File: src/rtl/uart_rx.sv
// uart_rx: 8N1 UART receiver with a two-flop input synchroniser, mid-bit
// sampling, stop-bit check and a one-entry valid/ready output holding register.
module uart_rx #(
  parameter int MAIN_CLK = 12000000,
  parameter int BAUD     = 115200
) (
  input  logic       clk,
  input  logic       rst_n,
  input  logic       rx,
  output logic [7:0] data_out,
  output logic       data_out_valid,
  input  logic       data_out_ready,
  output logic       framing_error,
  output logic       overrun,
  output logic       busy
);

  localparam int CPB  = MAIN_CLK / BAUD;
  localparam int HALF = CPB / 2;
  localparam int CW   = (CPB > 1) ? $clog2(CPB) : 1;

  localparam logic [CW-1:0] CPB_M1  = CW'(CPB - 1);
  localparam logic [CW-1:0] HALF_M1 = CW'(HALF - 1);

  generate
    if (CPB < 4) begin : g_cpb_check
      $error("uart_rx: MAIN_CLK/BAUD must be at least 4");
    end
  endgenerate

  typedef enum logic [2:0] {
    S_IDLE,
    S_START,
    S_DATA,
    S_STOP,
    S_WAIT_IDLE
  } state_t;

  state_t        state;
  logic          rx_s1;
  logic          rx_s;
  logic [CW-1:0] cnt;
  logic [2:0]    bit_idx;
  logic [7:0]    shift;
  logic          slot_free;

  // A pending byte may be replaced when it is being consumed on this same edge.
  assign slot_free = !data_out_valid || data_out_ready;
  assign busy      = (state != S_IDLE);

  // Two-flop synchroniser for the asynchronous rx pin; idles high.
  always_ff @(posedge clk or negedge rst_n) begin
    if (!rst_n) begin
      rx_s1 <= 1'b1;
      rx_s  <= 1'b1;
    end else begin
      rx_s1 <= rx;
      rx_s  <= rx_s1;
    end
  end

  // Frame FSM, bit timing, shift register and output holding register.
  always_ff @(posedge clk or negedge rst_n) begin
    if (!rst_n) begin
      state          <= S_IDLE;
      cnt            <= '0;
      bit_idx        <= '0;
      shift          <= '0;
      data_out       <= '0;
      data_out_valid <= 1'b0;
      framing_error  <= 1'b0;
      overrun        <= 1'b0;
    end else begin
      framing_error <= 1'b0;
      overrun       <= 1'b0;

      // A transfer drains the slot; a load in STOP below overrides this.
      if (data_out_valid && data_out_ready)
        data_out_valid <= 1'b0;

      case (state)
        S_IDLE: begin
          if (!rx_s) begin
            state <= S_START;
            cnt   <= HALF_M1;
          end
        end

        S_START: begin
          if (cnt == '0) begin
            if (!rx_s) begin
              state   <= S_DATA;
              cnt     <= CPB_M1;
              bit_idx <= '0;
            end else begin
              state <= S_IDLE;
            end
          end else begin
            cnt <= cnt - 1'b1;
          end
        end

        S_DATA: begin
          if (cnt == '0) begin
            shift <= {rx_s, shift[7:1]};
            cnt   <= CPB_M1;
            if (bit_idx == 3'd7)
              state <= S_STOP;
            else
              bit_idx <= bit_idx + 1'b1;
          end else begin
            cnt <= cnt - 1'b1;
          end
        end

        S_STOP: begin
          if (cnt == '0) begin
            if (rx_s) begin
              state <= S_IDLE;
              if (slot_free) begin
                data_out       <= shift;
                data_out_valid <= 1'b1;
              end else begin
                overrun <= 1'b1;
              end
            end else begin
              framing_error <= 1'b1;
              state         <= S_WAIT_IDLE;
            end
          end else begin
            cnt <= cnt - 1'b1;
          end
        end

        S_WAIT_IDLE: begin
          if (rx_s)
            state <= S_IDLE;
        end

        default: state <= S_IDLE;
      endcase
    end
  end

endmodule

File: config.mk
export PLATFORM = sky130hd
export DESIGN_NAME = uart_rx
export DESIGN_NICKNAME = d
export VERILOG_FILES = /design/src/rtl/uart_rx.sv
export SDC_FILE = /design/constraint.sdc
export NUM_CORES = 1
export LEC_CHECK = 0
export ABC_AREA = 1
export BUFFER_PORTS_ARGS = -buffer_cell sky130_fd_sc_hd__buf_4
export CORE_UTILIZATION = 30
export CTS_BUF_LIST = sky130_fd_sc_hd__clkbuf_8
export CTS_CLUSTER_SIZE = 12
export DETAILED_ROUTE_END_ITERATION = 12
export GPL_TIMING_DRIVEN = 0
export PLACE_DENSITY = 0.49
export SETUP_SLACK_MARGIN = 0.4
export SLEW_MARGIN = 20
export SYNTH_ARGS = -nofsm -noshare
export SYNTH_HDL_FRONTEND = slang
export SYNTH_SLANG_ARGS = --single-unit
File: constraint.sdc
create_clock -name clk -period 1.5 [get_ports clk]
set_input_delay 0.075 -clock clk [delete_from_list [all_inputs] [get_ports clk]]
set_output_delay 0.075 -clock clk [all_outputs]
set_load 0.05 [all_outputs]
==> impl_metrics.yaml, run 1 <==
run_status:
  outcome: "finished with violations"
  violations: "negative setup slack"
global_routing:
  overflow: 0
  grt_pass1_vias: 1506
  grt.total_usage_pct: 14.1
  grt_pass1_wl_mm: 6.78
  grt_max_degree: 35
  antenna_found_initial: 0
hold_path:
  min_path_cells: 4
  worstHoldStart: "data_out_ready"
  hp-class: "in2reg"
  min_to: "overrun"
critical_path:
  required_ns: 1.67
  crit_type: "reg2reg"
  r2r_setup_slack_ns: -0.07
  reg2regPathDepth: 10
  cp-start-kind: "flop"
  r2r_start: "cnt[0]"
  cp_max_fo: 7
  r2r_end: "data_out[5]"
  critPathArrivalTime_ns: 1.75
  cp-end-kind: "flop"
sta:
  grt_setup_unrepaired: "true"
  min_period_ns: 1.57
  period_share_pct: 105
  finalSetupViolCount: 23
  drv_slew: 0
  worst_hold_slack_ns: 0.122
  hold_viol: 0
  skew_ns: 0.00762
  fin_setup_tns_ns: -0.791
  max_freq_ghz: 0.636
  worst_pin_slew_ns: 0.434
  fin_ws_ns: -0.0719
  max_slew_margin_pct: 71.1
synthesis:
  synth-edff-count: 0
  yosys_warnings: 0
  synth.top_cells.by_area: "dfrtp_1 (45%), nand2_1 (14%), inv_1 (5.7%), nand3_1 (5.4%), o21ai_2 (4.0%)"
  ys_top_cells_by_count: "nand2_1 (67), dfrtp_1 (32), inv_1 (27)"
  ys_seq_area_share_pct: 48.2
  synth_cell_types: 24
  synth.avg_cell_area_um2: 8.48
  synth_xor_area_share_pct: 0.494
  synthAdderAreaFrac_pct: 2.82
  synth_most_common_cell: "nand2_1"
  synthSimpleGateAreaFrac_pct: 32.6
  synthFlopType: "dfrtp_1"
  netlist_instances: 209
  yosys_register_bits: 34
  synthMuxAreaShare_pct: 0
  synth_top_area_share_pct: 45.2
  syn_area_um2: 1770
  netlist.top_cell.by_area: "dfrtp_1"
  synth_nets: 217
  synth_top_family_by_area: "simple AND/OR/NAND/NOR gates"
  async_reset_ff_share_pct: 100
  synth-compound-area-share_pct: 8.47
flow_run:
  drv_cap: 0
floorplanning:
  fp.dieW_um: 78.9
  fp.dieH_um: 78.9
  ios: 16
  dieArea_um2: 6220
  initial_core_util_pct: 31.6
  row_count: 27
  coreArea_um2: 5610
cells_and_area:
  nets: 264
  finalNonFillerCells: 329
  multi_input_area_um2: 995
  drive_above_1_share_pct: 43.6
  n_fill_cell: 569
  syn2layout_area_growth_pct: 45.2
  seq_area_um2: 855
  diodes: 0
pwr:
  power.total_w: 0.00183
  cellPowerDensity_nw_per_um2: 712
  ir_worst_vdd_v: 0.000330
  leakagePower_nw: 1.23
drt:
  vias: 1497
  wl_per_cell_um: 11.8
  route.detailed.drc: 0
  vias_per_cell: 4.55
  dr.pass1.iters: 4
  drt_iter0_drc: 48
  postRouteWirelength_mm: 3.89
  final_antenna_net_count: 0
placement:
  hpwl_mm: 2.48
  dp.cells: 296
  port_buffers: 15
  gp_congestion: 0.807
  dpl_worst_slack_ns: -0.118
clocking:
  h-tree-depth: 2
  ctsLongestPathBuffers: 2
  cts_made_buffers: 5
  path_clk_slew_ns: 0.07
  cts.sink_count: 34
  cts-root-buf: "clkbuf_8"
  cts_tree: "built"
  clk_latency_ns: 0.28
## layout by cell type, fill, tap and decap left out, drive strengths merged, types with 2 or more instances in the layout
| master | instances |
|---|---|
| a21boi | 2 |
| clkbuf | 7 |
| dlygate4sd3 | 2 |
| nand2 | 72 |
| dfrtp | 32 |
| nand3 | 20 |
| nand4 | 6 |
| ha | 4 |
| inv | 29 |
| dfstp | 2 |
| buf | 40 |
| o21ai | 20 |
| nor2 | 17 |
## cell families after synthesis
kind of cell	Yosys count
and+or+nand+nor	116
buffers and inverters	31
xor gates and xnor gates	1
AOI/OAI and AO/OA	23
adders and majority gates	4
DFF	34
## power by group
part	internal, W	switching [W]
combinational	0.0000130	0.0000306
clock	0.000535	0.000330
sequential	0.000921	0.000000641
total	0.00147	0.000361
## per-stage QoR
step / instance area (um2) / utilization [%]
after floorplan: 1800 / -
final: 2570 / 45.9
after global placement: 2000 / 35.7
after global routing: 2570 / 45.9
after detailed placement: 2000 / 35.7
after CTS: 2420 / 43.2
## metal layers
metal	routed length [um]	vias up	global-route usage, %
li1	-	757	-
met1	1780	714	18.3
met2	1970	22	23.6
met3	100	4	2.64
met4	48	0	4.73
met5	0	-	0
## worst max path at each step
stage	start	to	slack, ns	cells after the start
after global placement	cnt[0]	data_out[6]	-0.13	10
after detailed placement	cnt[1]	data_out[5]	-0.12	10
final	cnt[0]	data_out[5]	-0.07	10
after floorplan	cnt[0]	data_out[5]	0.03	10
after global routing	cnt[0]	data_out[5]	-0.17	10
after CTS	cnt[0]	data_out[6]	-0.09	10
## final cells by class
| cell class | instances | share of cell area, % |
|---|---|---|
| Sequential cell | 34 | 33.2 |
| Inverter | 28 | 4.28 |
| Clock buffer | 6 | 3.21 |
| Multi-Input combinational cell | 144 | 38.7 |
| Timing Repair Buffer | 40 | 14.5 |
| Clock inverter | 2 | 1.31 |
| Tap cell | 72 | 3.50 |
| Buffer | 3 | 1.31 |
## critical path: stages (launching register included)
cell and delay, ns:
dfrtp_1 0.40, inv_2 0.09, ha_4 0.14, inv_4 0.03
nor2_4 0.09, inv_2 0.07, nor2_8 0.17, nand4_4 0.19
buf_8 0.19, nand2_2 0.05, o21ai_2 0.04
## flip-flops by register name, indices dropped and copies added, names as in the netlist
| register | flops |
|---|---|
| bit_idx | 3 |
| data_out | 8 |
| overrun | 1 |
| data_out_valid | 1 |
| state | 3 |
| framing_error | 1 |
| rx_s1 | 1 |
| rx_s | 1 |
| cnt | 7 |
| shift | 8 |
## repair_timing
| item | in CTS | in global routing |
|---|---|---|
| endpoints found under the setup margin | 33 | 33 |
| hold endpoints to repair | 33 | 0 |
| gates resized for setup | 35 | 32 |
| hold buffers | 2 | 0 |
| gates cloned | 2 | 0 |
| pin swaps | 10 | 8 |
| buffers inserted | 16 | 5 |
Power figures use the tool's default switching activity.
==> run 2, diff against run 1 <==
Settings changed: ABC_AREA 1 to 0, CORE_MARGIN set to 2.
==> impl_metrics.yaml, run 2 <==
drt:
  dr.pass1.iters: 4
  route.detailed.drc: 0
  postRouteWirelength_mm: 3.74
  drt_iter0_drc: 30
  vias_per_cell: 4.83
  wl_per_cell_um: 14.5
  final_antenna_net_count: 0
  vias: 1247
critical_path:
  crit_type: "reg2reg"
  r2r_start: "cnt[2]"
  critPathArrivalTime_ns: 1.94
  cp_max_fo: 4
  crit_start: "cnt[2]"
  cp-start-kind: "flop"
  required_ns: 1.66
  cp-end-kind: "flop"
clocking:
  cts.sink_count: 34
  cts-root-buf: "clkbuf_8"
  clk_latency_ns: 0.29
  h-tree-depth: 2
  cts_made_buffers: 5
  path_clk_slew_ns: 0.07
  ctsLongestPathBuffers: 2
  cts_tree: "built"
synthesis:
  synth_most_common_cell: "dfrtp_1"
  yosys_register_bits: 34
  synth_nets: 141
  synth_top_area_share_pct: 50.7
  synthFlopType: "dfrtp_1"
  ys_seq_area_share_pct: 54.0
  ys_top_cells_by_count: "dfrtp_1 (32), mux2_2 (17), nor2_1 (12)"
  synth.top_cells.by_area: "dfrtp_1 (51%), mux2_2 (12%), dfstp_2 (3.3%), ha_1 (3.2%), nor2_1 (2.9%)"
  netlist.top_cell.by_area: "dfrtp_1"
  synth_cell_types: 39
  syn_area_um2: 1580
  async_reset_ff_share_pct: 100
  yosys_warnings: 0
  netlist_instances: 133
  synth-edff-count: 0
  synth.avg_cell_area_um2: 11.9
pwr:
  internal_power_w: 0.00130
  ir_worst_vdd_v: 0.000693
  leakagePower_nw: 1.11
  power.net_switching_w: 0.000363
  cellPowerDensity_nw_per_um2: 704
  power.share.sequential_pct: 55.5
  clock_power_share_pct: 42.4
  power_frac_comb_pct: 2.1
  switching_share_pct: 21.8
cells_and_area:
  finalNonFillerCells: 258
  final_util_pct: 46.3
  nets: 195
  drive_above_1_share_pct: 59.0
  multi_input_area_um2: 862
  seq_area_um2: 857
  final_cell_mix: "buf_4 (38), dfrtp_1 (29), mux2_2 (15), buf_6 (8)"
  syn2layout_area_growth_pct: 49.6
  n_fill_cell: 455
  layout.cells.most_common: "buf_4"
  top_regs: "data_out (8), shift (8), cnt (7)"
  diodes: 0
placement:
  hpwl_mm: 2.19
  port_buffers: 15
  gp_congestion: 0.858
  dp.cells: 218
sta:
  max_freq_ghz: 0.564
  finalSetupViolCount: 30
  worst_hold_slack_ns: 0.163
  skew_ns: 0.00750
  hold_viol: 0
  fin_ws_ns: -0.274
  fin_setup_tns_ns: -5.23
  grt_setup_unrepaired: "true"
  max_slew_margin_pct: 72.3
  min_period_ns: 1.77
  worst_pin_slew_ns: 0.415
  period_share_pct: 118
  drv_slew: 0
floorplanning:
  dieArea_um2: 5860
  coreArea_um2: 5110
  fp.dieH_um: 76.6
  row_count: 26
  initial_core_util_pct: 30.9
  fp.dieW_um: 76.6
  ios: 16
hold_path:
  worstHoldStart: "data_out_ready"
  hp-class: "in2reg"
run_status:
  outcome: "finished with violations"
  violations: "negative setup slack"
global_routing:
  grt.total_usage_pct: 13.5
  antenna_found_initial: 0
  grt_pass1_wl_mm: 6.19
  grt_pass1_vias: 1323
  overflow: 0
  grt_max_degree: 35
flow_run:
  drv_cap: 0
==> run 2: cell count changes in the layout (fill, tap and decap cells not counted), sizes merged, moves of 5 or more <==
cell / change
mux2: +17
o21ai: -19
buf: +8
nand3: -17
nand2: -64
nor2: -5
inv: -23
==> run 2: layout make-up <==
| class | instances | area share (%) |
|---|---|---|
| Tap cell | 70 | 3.71 |
| Inverter | 6 | 0.953 |
| Clock buffer | 6 | 3.49 |
| Sequential cell | 34 | 36.3 |
| Buffer | 4 | 2.17 |
| Timing Repair Buffer | 47 | 16.4 |
| Multi-Input combinational cell | 89 | 36.5 |
| Clock inverter | 2 | 0.529 |
==> run 2: what timing repair did <==
| item | 4_1_cts | 5_1_grt |
|---|---|---|
| endpoints found under the hold margin | 33 | 0 |
| buffers inserted | 22 | 8 |
| pin swaps | 16 | 14 |
| gates cloned | 0 | 0 |
| hold buffers | 2 | 0 |
| gates resized for setup | 35 | 18 |
| endpoints found under the setup margin | 33 | 33 |
==> run 2: final timing paths <==
check                           end  slack (ns)  depth (start not counted)
max                          cnt[3]       -0.27                          4
min                         overrun        0.16                          3
max reg2reg                  cnt[3]       -0.27                          4
min reg2reg                    rx_s        0.36                          0
max in group asynchronous      rx_s        0.91                          2
min in group asynchronous  state[2]        0.26                          2
==> run 2: critical path, stage by stage (launching register included) <==
cell and delay (ns):
dfrtp_2 0.44, or4_4 0.59, o31a_1 0.29, o211ai_1 0.21
a31oi_1 0.12
==> run 2: logic make-up (layout without fill, tap and decap cells) <==
| family | Yosys count | count (layout) | share of synthesized area [%] |
|---|---|---|---|
| flops | 34 | 34 | 54.0 |
| compound gates | 27 | 27 | 12.8 |
| buf+inv | 10 | 65 | 2.61 |
| xor+xnor | 1 | 1 | 0.554 |
| simple gates | 38 | 38 | 13.5 |
| fa+ha+maj | 4 | 4 | 3.17 |
| mux | 19 | 19 | 13.4 |
==> run 2: power by group through the flow <==
stage | Combinational [W] | Sequential [W] | Clock [W]
final | 0.0000341 | 0.000924 | 0.000706
after global routing | 0.0000396 | 0.000924 | 0.000780
after CTS | 0.0000352 | 0.000923 | 0.000726
after detailed placement | 0.0000306 | 0.000941 | 0
after global placement | 0.0000293 | 0.000941 | 0
after floorplan | 0.00000535 | 0.000940 | 0
==> run 2: per-layer routing <==
| layer | share of wire (%) | vias up | GRT usage, % |
|---|---|---|---|
| met2 | 55 | 24 | 24.0 |
| met5 | 0 | - | 0 |
| li1 | - | 594 | - |
| met3 | 3.2 | 8 | 4.27 |
| met4 | 1.6 | 0 | 5.64 |
| met1 | 40 | 621 | 14.8 |
==> run 2: metrics by stage <==
stage	total power, W	area, um2	setup slack (ns)
6_report	0.00166	2360	-0.274
5_1_grt	0.00174	2360	-0.334
4_1_cts	0.00168	2220	-0.218
3_5_place_dp	0.000971	1810	-0.497
3_3_place_gp	0.000970	1810	-0.486
2_1_floorplan	0.000946	1610	-0.150
